--- config.mk ---
export PLATFORM = sky130hd
export DESIGN_NAME = oam_dma_ctrl
export DESIGN_NICKNAME = d
export VERILOG_FILES = /design/src/rtl/oam_dma_pkg.sv /design/src/rtl/oam_dma_addr_gen.sv /design/src/rtl/oam_dma_ctrl.sv
export SDC_FILE = /design/constraint.sdc
export NUM_CORES = 1
export LEC_CHECK = 0
export CAP_MARGIN = 40
export CELL_PAD_IN_SITES_DETAIL_PLACEMENT = 2
export CELL_PAD_IN_SITES_GLOBAL_PLACEMENT = 2
export CORE_UTILIZATION = 27
export DETAILED_ROUTE_END_ITERATION = 7
export GPL_TIMING_DRIVEN = 1
export PLACE_DENSITY_LB_ADDON = 0.3
export SETUP_SLACK_MARGIN = 0.15
export SYNTH_ARGS = -nofsm -noshare
export SYNTH_HDL_FRONTEND = slang
export SYNTH_SLANG_ARGS = --single-unit
--- constraint.sdc ---
create_clock -name clk -period 1.7 [get_ports clk]
set_input_delay 0.51 -clock clk [delete_from_list [all_inputs] [get_ports clk]]
set_output_delay 0.51 -clock clk [all_outputs]
set_load 0.02 [all_outputs]
--- src/rtl/oam_dma_pkg.sv ---
`default_nettype none
// ============================================================================
// oam_dma_pkg
// Shared types and constants for the FF46 OAM DMA controller.
// Revision: 1.0
// ============================================================================
package oam_dma_pkg;

    typedef enum logic [1:0] {
        IDLE  = 2'd0,
        DELAY = 2'd1,
        XFER  = 2'd2,
        FLUSH = 2'd3
    } dma_state_e;

    localparam logic [7:0] FF46_ADDR   = 8'h46;
    localparam logic [7:0] ECHO_MASK   = 8'hDF;
    localparam int         DEF_DMA_LEN = 160;

    // Pages E0..FF alias onto the C0..DF work RAM.
    function automatic logic [7:0] echo_map(input logic [7:0] page);
        return (page >= 8'hE0) ? (page & ECHO_MASK) : page;
    endfunction

endpackage
`default_nettype wire

--- src/rtl/oam_dma_addr_gen.sv ---
`default_nettype none
// ============================================================================
// oam_dma_addr_gen
// Byte index counter, one-byte hold register and last-byte flag for OAM DMA.
// Revision: 1.0
// ============================================================================
module oam_dma_addr_gen
    import oam_dma_pkg::*;
#(
    parameter int DMA_LEN = DEF_DMA_LEN
) (
    input  logic       clk,
    input  logic       nreset,
    input  logic       i_capture,
    input  logic       i_restart,
    input  logic       i_drain,
    input  logic [7:0] i_src_data,
    output logic [7:0] o_idx,
    output logic       o_last,
    output logic [7:0] o_hold_data,
    output logic [7:0] o_hold_addr,
    output logic       o_pend
);

    localparam logic [7:0] LAST_IDX = 8'(DMA_LEN - 1);

    logic [7:0] r_idx;
    logic [7:0] r_hold_data;
    logic [7:0] r_hold_addr;
    logic       r_pend;
    logic       w_last;

    assign w_last = (r_idx == LAST_IDX);

    always_ff @(posedge clk or negedge nreset) begin
        if (!nreset) begin
            r_idx       <= 8'h00;
            r_hold_data <= 8'h00;
            r_hold_addr <= 8'h00;
            r_pend      <= 1'b0;
        end else begin
            if (i_capture) begin
                r_hold_data <= i_src_data;
                r_hold_addr <= r_idx;
                r_pend      <= 1'b1;
            end else if (i_drain) begin
                r_pend      <= 1'b0;
            end
            // Saturate at the last byte so the source address never leaves the page window.
            if (i_restart) begin
                r_idx <= 8'h00;
            end else if (i_capture && !w_last) begin
                r_idx <= r_idx + 8'h01;
            end
        end
    end

    assign o_idx       = r_idx;
    assign o_last      = w_last;
    assign o_hold_data = r_hold_data;
    assign o_hold_addr = r_hold_addr;
    assign o_pend      = r_pend;

endmodule
`default_nettype wire

--- src/rtl/oam_dma_ctrl.sv ---
`default_nettype none
// ============================================================================
// oam_dma_ctrl
// FF46 OAM DMA sequencer and CPU/DMA bus arbitration.
// Optional macro OAM_DMA_CPU_BLOCK_EN enables the cpu_blocked output.
// Revision: 1.0
// ============================================================================
module oam_dma_ctrl
    import oam_dma_pkg::*;
#(
    parameter int DMA_LEN     = DEF_DMA_LEN,
    parameter int START_DELAY = 1
) (
    input  logic        clk,
    input  logic        nreset,
    input  logic        m_tick,
    input  logic [15:0] a,
    input  logic [7:0]  d_in,
    input  logic        cpu_wr,
    input  logic        cpu_rd,
    input  logic        ffxx,
    input  logic        hram_cs,
    input  logic [7:0]  src_data,
    output logic [7:0]  d_out,
    output logic        d_oe,
    output logic        dma_active,
    output logic [15:0] dma_a,
    output logic        dma_rd,
    output logic [7:0]  oam_addr,
    output logic [7:0]  oam_wdata,
    output logic        oam_we,
    output logic        cpu_blocked
);

    localparam int                DCNT_W    = $clog2(START_DELAY + 1);
    localparam logic [DCNT_W-1:0] DCNT_INIT = DCNT_W'(START_DELAY);
    localparam logic [DCNT_W-1:0] DCNT_ONE  = DCNT_W'(1);

    dma_state_e        r_state;
    logic [7:0]        r_page;
    logic [7:0]        r_act_page;
    logic [DCNT_W-1:0] r_dcnt;
    logic              r_arm;
    logic              r_active;

    logic       w_ff46_wr;
    logic       w_busy;
    logic       w_dcnt_done;
    logic       w_capture;
    logic       w_drain;
    logic       w_restart;
    logic [7:0] w_idx;
    logic       w_last;
    logic [7:0] w_hold_data;
    logic [7:0] w_hold_addr;
    logic       w_pend;

    assign w_ff46_wr   = cpu_wr && ffxx && (a[7:0] == FF46_ADDR);
    assign w_busy      = (r_state == XFER) || (r_state == FLUSH);
    assign w_dcnt_done = (r_dcnt == DCNT_ONE);
    assign w_capture   = m_tick && (r_state == XFER);
    assign w_drain     = m_tick && (r_state == FLUSH);
    // A CPU write on the same m_tick restarts the countdown instead of letting it expire.
    assign w_restart   = m_tick && !w_ff46_wr && w_dcnt_done &&
                         ((r_state == DELAY) || (w_busy && r_arm));

    oam_dma_addr_gen #(
        .DMA_LEN (DMA_LEN)
    ) u_addr_gen (
        .clk         (clk),
        .nreset      (nreset),
        .i_capture   (w_capture),
        .i_restart   (w_restart),
        .i_drain     (w_drain),
        .i_src_data  (src_data),
        .o_idx       (w_idx),
        .o_last      (w_last),
        .o_hold_data (w_hold_data),
        .o_hold_addr (w_hold_addr),
        .o_pend      (w_pend)
    );

    // A write while busy arms a restart; the running copy continues until the countdown ends.
    always_ff @(posedge clk or negedge nreset) begin
        if (!nreset) begin
            r_state    <= IDLE;
            r_page     <= 8'h00;
            r_act_page <= 8'h00;
            r_dcnt     <= '0;
            r_arm      <= 1'b0;
            r_active   <= 1'b0;
        end else if (w_ff46_wr) begin
            r_page <= d_in;
            r_dcnt <= DCNT_INIT;
            case (r_state)
                XFER: begin
                    r_arm <= 1'b1;
                    if (m_tick && w_last) r_state <= FLUSH;
                end
                FLUSH: begin
                    if (m_tick) begin
                        r_state <= DELAY;
                        r_arm   <= 1'b0;
                    end else begin
                        r_arm   <= 1'b1;
                    end
                end
                default: begin
                    r_state <= DELAY;
                    r_arm   <= 1'b0;
                end
            endcase
        end else if (m_tick) begin
            case (r_state)
                DELAY: begin
                    if (w_dcnt_done) begin
                        r_state    <= XFER;
                        r_act_page <= echo_map(r_page);
                        r_active   <= 1'b1;
                    end else begin
                        r_dcnt <= r_dcnt - DCNT_ONE;
                    end
                end
                XFER, FLUSH: begin
                    if (r_arm && w_dcnt_done) begin
                        r_state    <= XFER;
                        r_act_page <= echo_map(r_page);
                        r_arm      <= 1'b0;
                        r_active   <= 1'b1;
                    end else begin
                        if (r_arm) r_dcnt <= r_dcnt - DCNT_ONE;
                        if (r_state == XFER) begin
                            if (w_last) r_state <= FLUSH;
                        end else if (r_arm) begin
                            r_state <= DELAY;
                            r_arm   <= 1'b0;
                        end else begin
                            r_state  <= IDLE;
                            r_active <= 1'b0;
                        end
                    end
                end
                default: ;
            endcase
        end
    end

    assign d_out      = r_page;
    assign d_oe       = cpu_rd && ffxx && (a[7:0] == FF46_ADDR);
    assign dma_active = r_active;
    assign dma_rd     = (r_state == XFER);
    assign dma_a      = {r_act_page, w_idx};
    assign oam_addr   = w_hold_addr;
    assign oam_wdata  = w_hold_data;
    assign oam_we     = m_tick && w_pend;

`ifdef OAM_DMA_CPU_BLOCK_EN
    logic w_unused;
    assign w_unused    = &{1'b0, a[15:8]};
    assign cpu_blocked = r_active && !hram_cs && !ffxx;
`else
    logic w_unused;
    assign w_unused    = &{1'b0, a[15:8], hram_cs};
    assign cpu_blocked = 1'b0;
`endif

endmodule
`default_nettype wire

==> impl_metrics.env <==
export IMPL_gr_total_overflow=0
export IMPL_tritoncts_num_buffers=5
export IMPL_worst_ep_required_time_ns=1.19
export IMPL_post_route_worst_setup_slack_ns=-0.0946
export IMPL_worstPathArrival_ns=1.28
export IMPL_grt_max_degree=47
export IMPL_detail_route_wirelength_mm=7.49
export IMPL_max_vdd_drop_mv=0.571
export IMPL_clkLatencyLatePin_ns=0.31
export IMPL_power_share_clock_pct=16.4
export IMPL_placementRows=31
export IMPL_core_area_um2=7330
export IMPL_floorplan_die_width_um=89.7
export IMPL_timing_rr_start="r_state[0]"
export IMPL_p_int_uw=2790
export IMPL_ys_seq_elements=46
export IMPL_avgViaCountPerCell=4.70
export IMPL_mappedNetlistNets=200
export IMPL_commonest_non_fill_non_tap_cell_in_the_layout="sky130_fd_sc_hd__dfrtp_1"
export IMPL_setup_tns_final_ns=-0.282
export IMPL_r2r_end="r_act_page[5]"
export IMPL_area_growth_synth_to_final_pct=77.3
export IMPL_worstSetupEndpointType="output pin"
export IMPL_number_of_input_and_output_port_buffers_inserted=73
export IMPL_critPathKind="input port to output pin"
export IMPL_ctsRootBufferMaster="sky130_fd_sc_hd__clkbuf_8"
export IMPL_worst_path_fanout_max=2
export IMPL_violated_checks="negative setup slack"
export IMPL_hold_vio_cnt_final=0
export IMPL_reg2reg_setup_slack_ns=0.02
export IMPL_syn_inst=160
export IMPL_library_cell_appearing_most_often_on_the_critical_path="sky130_fd_sc_hd__buf_6"
export IMPL_yosysUniqueCellTypes=42
export IMPL_route_detailed_wl_per_inst_um=19.8
export IMPL_drtPass1Iterations=2
export IMPL_boundaryPins=84
export IMPL_grt_setup_unrepaired="yes"
export IMPL_dr_total_vias=1783
export IMPL_ant_nets=0
export IMPL_final_min_clock_period_ns=1.79
export IMPL_start_kind="input port"
export IMPL_tritoncts_num_sinks=46
export IMPL_antenna_cells=0
export IMPL_die_area_um2=8040
export IMPL_initial_utilization_pct=28.3
export IMPL_netSwitchingPower_uw=1530
export IMPL_synth_warning_count=0
export IMPL_total_power_uw=4320
export IMPL_critical_path_slowest_cell="sky130_fd_sc_hd__nor4bb_4"
export IMPL_worst_clock_skew_ns=0.0168
export IMPL_min_path_type="input port to async pin"
export IMPL_first_pass_grt_wire_length_mm=10.6
export IMPL_tritoncts="yes"
export IMPL_p_comb_share_pct=49.9
export IMPL_floorplan_die_height_um=89.7
export IMPL_setup_violations_final=6
export IMPL_gp_congestion=0.773
export IMPL_path_cells="buf_6 -> nor4bb_4 -> and4_4 -> buf_6"
export IMPL_result_of_the_run="complete, but fails checks"
export IMPL_drive_gt1_share_pct=51.1
export IMPL_clock_path_buffers=2
export IMPL_worst_path_largest_cell_delay_ns=0.31
export IMPL_syn_cell_area_um2=2070
export IMPL_layout_common_cells="sky130_fd_sc_hd__dfrtp_1, sky130_fd_sc_hd__mux2_4, sky130_fd_sc_hd__buf_4"
export IMPL_syn_area_per_cell_um2=13.0
export IMPL_power_per_cell_area_nw_per_um2=1170
export IMPL_maxCapViolCount=0
export IMPL_swShare_pct=35.4
export IMPL_maxSlewViolCount=0
export IMPL_power_leakage_uw=0.00171
export IMPL_pwr_share_seq_pct=33.7
export IMPL_cts_htree_levels=2
export IMPL_postSynth_asyncResetShare_pct=100
export IMPL_fin_nets=319
export IMPL_drt_iter0_markers=52
export IMPL_synth_edf_count=0
export IMPL_antenna_violations_before_repair=0
export IMPL_clk_pin_slew_ns=0.09
export IMPL_drcViolationCount=0
export IMPL_detailed_placer_s_ending_hpwl_mm=4.26
export IMPL_yosysSeqAreaShare_pct=55.5
export IMPL_fin_crit_sh_pct=106
export IMPL_grt_pass1_vias=1966
export IMPL_final_core_utilization_pct=50.2
export IMPL_global_route_usage_over_all_layers_pct=18.0
export IMPL_synth_main_ff_cell="sky130_fd_sc_hd__dfrtp_1"
export IMPL_final_fill_count=711
export IMPL_worst_r2r_path_depth=6
export IMPL_max_freq_mhz=557
[per-layer routing]
| layer | track usage (%) | vias up | part of all wire (%) |
|---|---|---|---|
| li1 | - | 796 | - |
| met1 | 23.0 | 935 | 42 |
| met2 | 31.4 | 44 | 53 |
| met3 | 3.47 | 8 | 4.0 |
| met4 | 4.33 | 0 | 1.3 |
| met5 | 0 | - | 0 |
[synthesized netlist by cell type (2+ instances only)]
| master | n | share of area [%] |
|---|---|---|
| sky130_fd_sc_hd__mux2_2 | 29 | 16 |
| sky130_fd_sc_hd__xnor2_1 | 6 | 2.5 |
| sky130_fd_sc_hd__o21ai_0 | 3 | 0.72 |
| sky130_fd_sc_hd__nor3_1 | 3 | 0.72 |
| sky130_fd_sc_hd__and3_1 | 2 | 0.60 |
| sky130_fd_sc_hd__a211oi_1 | 3 | 1.1 |
| sky130_fd_sc_hd__buf_2 | 4 | 0.97 |
| sky130_fd_sc_hd__nand2_1 | 13 | 2.4 |
| sky130_fd_sc_hd__inv_1 | 4 | 0.72 |
| sky130_fd_sc_hd__buf_4 | 2 | 0.72 |
| sky130_fd_sc_hd__dfrtp_1 | 46 | 55 |
| sky130_fd_sc_hd__nand3_1 | 3 | 0.72 |
| sky130_fd_sc_hd__nand4_1 | 2 | 0.60 |
| sky130_fd_sc_hd__nor2_1 | 8 | 1.4 |
| sky130_fd_sc_hd__a21oi_1 | 4 | 0.97 |
| sky130_fd_sc_hd__and4_1 | 2 | 0.84 |
[flip-flops by register name (all words and copies together) (netlist names)]
register / cells
d_out: 8
dma_active: 1
r_act_page: 8
r_arm: 1
r_dcnt: 1
r_state: 2
u_addr_gen.o_hold_addr: 8
u_addr_gen.o_hold_data: 8
u_addr_gen.o_idx: 8
u_addr_gen.o_pend: 1
[power groups by stage]
stage | registers, µW | clock network, µW | logic, µW
2_1_floorplan | 1650 | 0 | 599
3_3_place_gp | 1440 | 0 | 1520
3_5_place_dp | 1450 | 0 | 1550
4_1_cts | 1440 | 729 | 1910
5_1_grt | 1480 | 779 | 2270
6_report | 1460 | 708 | 2150
[how the worst max path moves through the flow]
stage | to | slack [ns] | cells past startpoint | start
2_1_floorplan | d_out[0] | 0.02 | 4 | a[7]
4_1_cts | d_oe | -0.12 | 4 | a[0]
5_1_grt | d_oe | -0.13 | 4 | a[7]
3_3_place_gp | d_oe | -0.89 | 4 | a[7]
3_5_place_dp | d_oe | -0.98 | 4 | a[7]
6_report | d_oe | -0.09 | 4 | a[7]
[cell families after synthesis]
logic type | share of synthesized area, %
adders and majority gates | 0.603
DFF | 55.5
and+or+nand+nor | 13.9
muxes | 16.9
AOI/OAI and AO/OA | 7.42
other | 0.181
xor gates and xnor gates | 2.53
buffers and inverters | 2.95
[stage by stage]
stage / hold slack [ns] / cells / area, µm² / setup WS [ns]
after floorplan: 0.214 / 160 / 2080 / 0.0167
after global placement: 0.456 / 347 / 3080 / -0.891
after detailed placement: 0.484 / 347 / 3080 / -0.976
after CTS: 0.191 / 365 / 3470 / -0.119
after global routing: 0.177 / 379 / 3680 / -0.134
final: 0.171 / 379 / 3680 / -0.0946
[critical path, delay by kind of cell]
kind          cells  cell delay, ns
buf+inv           2            0.21
simple gates      2            0.57
[area by class of cell]
class	count	area (µm²)	share of cell area [%]
inverters	4	15.0	0.408
clock buffers	7	86.3	2.35
repair buffers	119	1150	31.3
well taps	99	124	3.37
multi-input cells	103	1140	31.1
clock inverters	1	5.00	0.136
flip-flops and latches	46	1150	31.4
[repair_timing]
action / CTS / global route
endpoints found under the hold margin: 0 / 0
pin swaps: 16 / 8
hold buffers: 0 / 0
buffers inserted: 8 / 14
setup endpoints to repair: 87 / 70
cloned: 2 / 0
gates resized for setup: 171 / 61
Note: power is estimated with default switching activity, not from simulation.
